**config.mk**
```make
export PLATFORM = sky130hd
export DESIGN_NAME = bcd_seg_scan
export DESIGN_NICKNAME = d
export VERILOG_FILES = /design/src/rtl/bcd_seg_scan.sv
export SDC_FILE = /design/constraint.sdc
export NUM_CORES = 1
export LEC_CHECK = 0
export BUFFER_PORTS_ARGS = -buffer_cell sky130_fd_sc_hd__buf_2
export CORE_MARGIN = 2
export CORE_UTILIZATION = 40
export CTS_CLUSTER_DIAMETER = 150
export DETAILED_ROUTE_END_ITERATION = 8
export GPL_TIMING_DRIVEN = 0
export HOLD_SLACK_MARGIN = 0.1
export PLACE_DENSITY = 0.69
export SYNTH_ARGS = -nofsm -noshare
export SYNTH_HDL_FRONTEND = slang
export SYNTH_SLANG_ARGS = --single-unit
export TNS_END_PERCENT = 50
```
**constraint.sdc**
```tcl
create_clock -name clk_1k -period 3.2 [get_ports clk_1k]
set_clock_uncertainty 0.1 [all_clocks]
set_input_delay 0.32 -clock clk_1k [delete_from_list [all_inputs] [get_ports clk_1k]]
set_output_delay 0.32 -clock clk_1k [all_outputs]
set_load 0.05 [all_outputs]
```
**src/rtl/bcd_seg_scan.sv**
```systemverilog
// bcd_seg_scan: latches a 6-digit packed BCD result and time-multiplexes it
// onto a common-anode 7-segment bus (active-low an/seg) with decimal point.
// Optional leading-zero blanking is built when BCD_SEG_LZB_EN is defined.
module bcd_seg_scan #(
  parameter int unsigned DWELL = 1,
  parameter int unsigned NDIG  = 6
) (
  input  logic        clk_1k,
  input  logic        Rst,
  input  logic [23:0] data,
  input  logic        upd,
  input  logic [2:0]  dp_sel,
  output logic [5:0]  an,
  output logic [7:0]  seg
);

  localparam int unsigned CW       = (DWELL > 1) ? $clog2(DWELL) : 1;
  localparam logic [CW-1:0] CNT_LAST = CW'(DWELL - 1);
  localparam logic [2:0]    IDX_LAST = 3'(NDIG - 1);

  logic [23:0]   sh_data;
  logic [2:0]    sh_dp;
  logic [2:0]    idx;
  logic [CW-1:0] cnt;
  logic [3:0]    digit;
  logic          dp_hit;
  logic          blank_cur;

  // Active-low segment pattern {g,f,e,d,c,b,a}; non-BCD nibbles show '-'
  function automatic logic [6:0] decode(input logic [3:0] d);
    logic [6:0] s;
    case (d)
      4'd0:    s = 7'h40;
      4'd1:    s = 7'h79;
      4'd2:    s = 7'h24;
      4'd3:    s = 7'h30;
      4'd4:    s = 7'h19;
      4'd5:    s = 7'h12;
      4'd6:    s = 7'h02;
      4'd7:    s = 7'h78;
      4'd8:    s = 7'h00;
      4'd9:    s = 7'h10;
      default: s = 7'h3F;
    endcase
    return s;
  endfunction

  // Shadow register: display only changes on an update strobe
  always_ff @(posedge clk_1k) begin
    if (Rst) begin
      sh_data <= 24'd0;
      sh_dp   <= 3'd7;
    end else if (upd) begin
      sh_data <= data;
      sh_dp   <= dp_sel;
    end
  end

`ifdef BCD_SEG_LZB_EN
  logic [5:0] blank;

  // Digit k blanks when it and every digit above it are zero, unless it is
  // digit 0 or lies at/below the decimal point
  function automatic logic [5:0] lzb_mask(input logic [23:0] d, input logic [2:0] dp);
    logic [5:0] m;
    logic       zero_above;
    m          = 6'd0;
    zero_above = 1'b1;
    for (int k = 5; k >= 1; k--) begin
      zero_above = zero_above & (d[4*k +: 4] == 4'd0);
      m[k]       = zero_above & ~((dp <= 3'd5) && (3'(k) <= dp));
    end
    return m;
  endfunction

  // Blank mask is computed from the incoming value and captured with it
  always_ff @(posedge clk_1k) begin
    if (Rst) begin
      blank <= 6'b111110;
    end else if (upd) begin
      blank <= lzb_mask(data, dp_sel);
    end
  end

  assign blank_cur = blank[idx];
`else
  assign blank_cur = 1'b0;
`endif

  // Dwell counter and scan index; index wraps 5 -> 0
  always_ff @(posedge clk_1k) begin
    if (Rst) begin
      cnt <= '0;
      idx <= 3'd0;
    end else if (cnt == CNT_LAST) begin
      cnt <= '0;
      idx <= (idx == IDX_LAST) ? 3'd0 : idx + 3'd1;
    end else begin
      cnt <= cnt + CW'(1);
    end
  end

  assign digit  = sh_data[{idx, 2'b00} +: 4];
  assign dp_hit = (idx == sh_dp);

  // Registered drive of the current digit from current index/shadow/mask
  always_ff @(posedge clk_1k) begin
    if (Rst) begin
      an  <= 6'h3F;
      seg <= 8'hFF;
    end else begin
      an  <= ~(6'b000001 << idx);
      seg <= {~dp_hit, blank_cur ? 7'h7F : decode(digit)};
    end
  end

endmodule

```
Yosys cells after proc, flatten, opt, wreduce, memory -nomap -nowiden --
Memories as Yosys holds them, arrays and structs flattened. A register that Yosys moved wholly into a read port is not among the register bits. Index checks and enable logic that the tools add are counted.
Cells by class: add/subtract/negate cells 2, bitwise gates (word level) 3, multiplexer cells 1, div/mod/pow operators 0, equal/unequal tests 2, multipliers 0, reductions and logical operators 1, shift-type cells 2, $lt $le $gt $ge 0
Operators by type and width (count):
- 24-bit by 6-bit variable part select with 4-bit output | 1
- 6-bit inverter | 1
- 1-bit by 3-bit left shift with 6-bit output, first input constant | 1
- 3-bit by 1-bit adder with 3-bit output, second input constant | 1
- 3-bit equality test | 1
- 3-bit equality test, second input constant | 1
- 3-bit 2-to-1 mux | 1
- 1-bit inverter | 2
- 2-bit OR reduction | 1
- 1-bit adder, second input constant | 1
Storage, ports and cells: register bits 45, input bits 30, bits in read-only memories 112, bits in latches 0, bits in writable memories 0, memories kept 1, output and inout port bits 14
Memory list:
- (name not given) | words 16, bits a word 7, rd ports 1, clocked after memory_dff 1, wr ports 0, line 32 | case (d)

Logic depth before layout (Yosys ltp) --
word-level depth 2, gate-level depth with buffers 9

Worst setup path after synthesis --
OpenSTA, ideal clock, no wires.
kind register to register, from register idx[1], to register seg[5], stages on the path, launching flop included 10, period minus slack after synthesis 2.302 ns, required time 2.945 ns, data arrival time 2.047 ns, setup slack 0.898 ns, library setup time 0.155 ns, cells stage by stage dfxtp_1 > buf_2 > buf_4 > mux2_1 > a222oi_1 > inv_1 > ha_1 > inv_1 > o21a_1 > a32oi_1
Between the ends: longest elaborated chain between the ends 1
RTL lines:
- start, declared | line 23 | logic [2:0] idx;
- start signal, assigned | line 97 | idx <= (idx == IDX_LAST) ? 3'd0 : idx + 3'd1;
- 24-bit by 6-bit variable part select with 4-bit output | line 103 | assign digit = sh_data[{idx, 2'b00} +: 4];
- end, declared | line 14 | output logic [7:0] seg
Every way passes these cells. A chain may end at the register's enable or synchronous reset.

Final worst setup path --
Same ends and word-level chain as after synthesis.

==> metrics.md <==
| Metric | Value |
|---|---|
| Final hold viol count | 0 |
| Sequential fraction of the synthesis area | 46.7% |
| CTS max path bufs | 2 |
| Total GRT Usage | 15.8% |
| P&R area growth vs syn | 19.1% |
| TritonRoute pass-1 iters | 4 |
| Core area | 4690 um^2 |
| Share of cells above drive strength 1 | 26.8% |
| Routed length per instance | 13.1 um |
| Logic gate share of total power | 21.5% |
| Hold path start | dp_sel[2] |
| CTS Buf Count | 5 |
| Flop2flop setup slack | 440 ps |
| Mapped Area | 1930 um^2 |
| Commonest non-fill, non-tap cell in the layout | buf_2 |
| Vias | 1,450 |
| VDD IR max | 0.232 mV |
| H-tree Lvls | 2 |
| Die height | 73.5 um |
| Final ANT Viol Nets | 0 |
| Setup Fix Bufs, Post-CTS | 0 |
| Reg2reg path depth | 9 |
| CP max FO | 10 |
| First-pass GRT wire length | 6.44 mm |
| Final instance area | 2300 um^2 |
| Worst-Skew Late Latency | 300 ps |
| Power Density | 535 nW/um^2 |
| Nature of the critical path endpoint | register |
| Most frequent cells in the layout | buf_2, dfxtp_1, mux2i_1, nor2_1, nand2_1 |
| Routability Congestion | 0.750 |
| Hold Crit Class | in2reg |
| Die area | 5400 um^2 |
| Diode count | 0 |
| Initial core utilization | 41.1% |
| Routed WL | 3.84 mm |
| Startpoint Class | register |
| Asr flop ratio synth | 0% |
| Main synth FF type | dfxtp_1 |
| Placed instance area | 2210 um^2 |
| Final core utilization | 49.0% |
| Cells after synthesis | 189 |
| Leak | 1.06 nW |
| Vias per cell | 4.95 |
| FMAX | 362 MHz |
| Final slew viol count | 0 |
| Hold-fix buffers, CTS | 0 |
| Port Buffers | 42 |
| Switching Share | 30.5% |
| Final period util | 86.3% |
| WHS Path Cells | 3 |
| MaxCap Viol Count | 0 |
| Clock slew at the register clock pins of the worst setup and hold paths | 80 ps |
| Capturing point of the worst reg2reg path | seg[5] |
| DRC marker count from the first detailed-route iteration | 73 |
| DRC | 0 |
| EDFF count, synth | 0 |
| RSZ-0062 raised after global routing | false |
| Top Ports | 44 |
| Cts repair resizes | 0 |
| Post-Layout Cell Count | 293 |
| Critical path data required time | 3240 ps |
| Final-report setup violation count | 0 |
| Synth cell types | 39 |
| WS Path Type | reg2reg |
| Tightest Pin Transition | 873 ps |
| Status | complete, no violations |
| Gr ovfl total | 0 |
| Setup TNS | 0 ps |
| Slew HR | 41.8% |
| Final min period | 2760 ps |
| Syn Area/Cell | 10.2 um^2 |
| Worst reg2reg path startpoint | idx[1] |
| Rows | 25 |
| Post-layout nets | 275 |
| Hold worst-path end | sh_dp[2] |
| CTS root buffer | clkbuf_8 |
| CTS tree | done |
| Sequential share of power | 50.2% |
| Vias in the first global route | 1,399 |
| Mapped Nets | 226 |
| P_sw | 0.375 mW |
| DP HPWL | 2.92 mm |
| Clk pwr share | 28.3% |
| Placed instance count | 285 |
| WP data arrival | 2800 ps |
| Yosys Warn Count | 0 |
| Initial antenna violation count | 0 |
| Internal power | 0.854 mW |
| Num Clock Sinks | 45 |
| Yosys reg bits | 45 |
| Die X | 73.5 um |
| Pin count of the biggest net entering global routing | 16 |
==> worst max-delay path by stage <==
stage	to	depth (start not counted)	startpoint
2_1_floorplan	seg[5]	9	idx[1]
3_3_place_gp	seg[5]	9	idx[1]
3_5_place_dp	seg[5]	9	idx[1]
4_1_cts	seg[5]	9	idx[1]
5_1_grt	seg[5]	9	idx[1]
6_report	seg[5]	9	idx[1]
==> worst max-delay path: stages (launching register included) <==
cell	delay, ps
dfxtp_1	310
buf_2	180
buf_4	220
mux2_1	350
a222oi_1	710
inv_1	200
ha_1	260
inv_1	50
o21a_1	120
a32oi_1	100
==> cell type report <==
| cell class | count | area, um^2 |
|---|---|---|
| sequential | 45 | 901 |
| tap | 54 | 67.6 |
| timing repair buffer | 42 | 210 |
| clock inverter | 3 | 21.3 |
| buffer | 12 | 65.1 |
| fill | 476 | 2390 |
| inverter | 6 | 22.5 |
| multi-input combinational | 126 | 942 |
| clock buffer | 5 | 68.8 |
==> through the flow <==
stage / worst slack (ps) / hold slack (ps) / total power, mW
CTS: 437 / 136 / 1.24
finish: 439 / 145 / 1.23
global placement: 536 / 361 / 0.890
global route: 287 / 139 / 1.30
detailed placement: 476 / 379 / 0.895
floorplan: 898 / 338 / 0.826
==> power groups by stage <==
| stage | Clock [mW] | Combinational, mW | Sequential [mW] |
|---|---|---|---|
| 2_1_floorplan | 0 | 0.131 | 0.695 |
| 3_5_place_dp | 0 | 0.264 | 0.631 |
| 5_1_grt | 0.385 | 0.289 | 0.624 |
| 3_3_place_gp | 0 | 0.260 | 0.630 |
| 4_1_cts | 0.361 | 0.264 | 0.618 |
| 6_report | 0.348 | 0.264 | 0.617 |
==> state kept, by name, summed over array words and instances (netlist names) <==
register  flops
sh_data      24
seg           8
an            6
idx           3
sh_dp         3
cnt           1
==> logic make-up after synthesis <==
group	count (synthesis)	share of synthesized area, %
buf+inv	18	4.54
fa+ha+maj	7	4.54
mux	40	22.0
other cells	1	0.194
compound gates	18	7.26
flops	45	46.7
simple gates	57	13.4
xor+xnor	3	1.36
==> synth_stat cells (2+ instances only) <==
cell      number  area share [%]
a222oi_1       2             1.0
xnor2_1        3             1.4
nor2b_1        4             1.3
mux2_2         5             2.9
a22oi_1        4             1.6
mux2i_1       32              17
nand2b_1       4             1.3
buf_4          2            0.78
and2_1         3            0.97
inv_1          5            0.97
a21oi_1        2            0.52
dfxtp_1       45              47
ha_1           7             4.5
buf_1          2            0.39
nand3_1        2            0.52
or3_1          2            0.65
clkbuf_1       3            0.58
buf_2          4             1.0
nand2_1        9             1.7
nor2_1        29             5.6
o21a_1         2            0.78
==> layer usage <==
metal	GRT usage (%)	wire length, um	share of wire [%]	vias up
li1	-	-	-	745
met1	21.5	1900	49	654
met2	23.7	1680	44	45
met3	4.66	200	5.2	6
met4	5.45	57	1.5	0
met5	0	0	0	-
(Power assumes the default switching activity.)
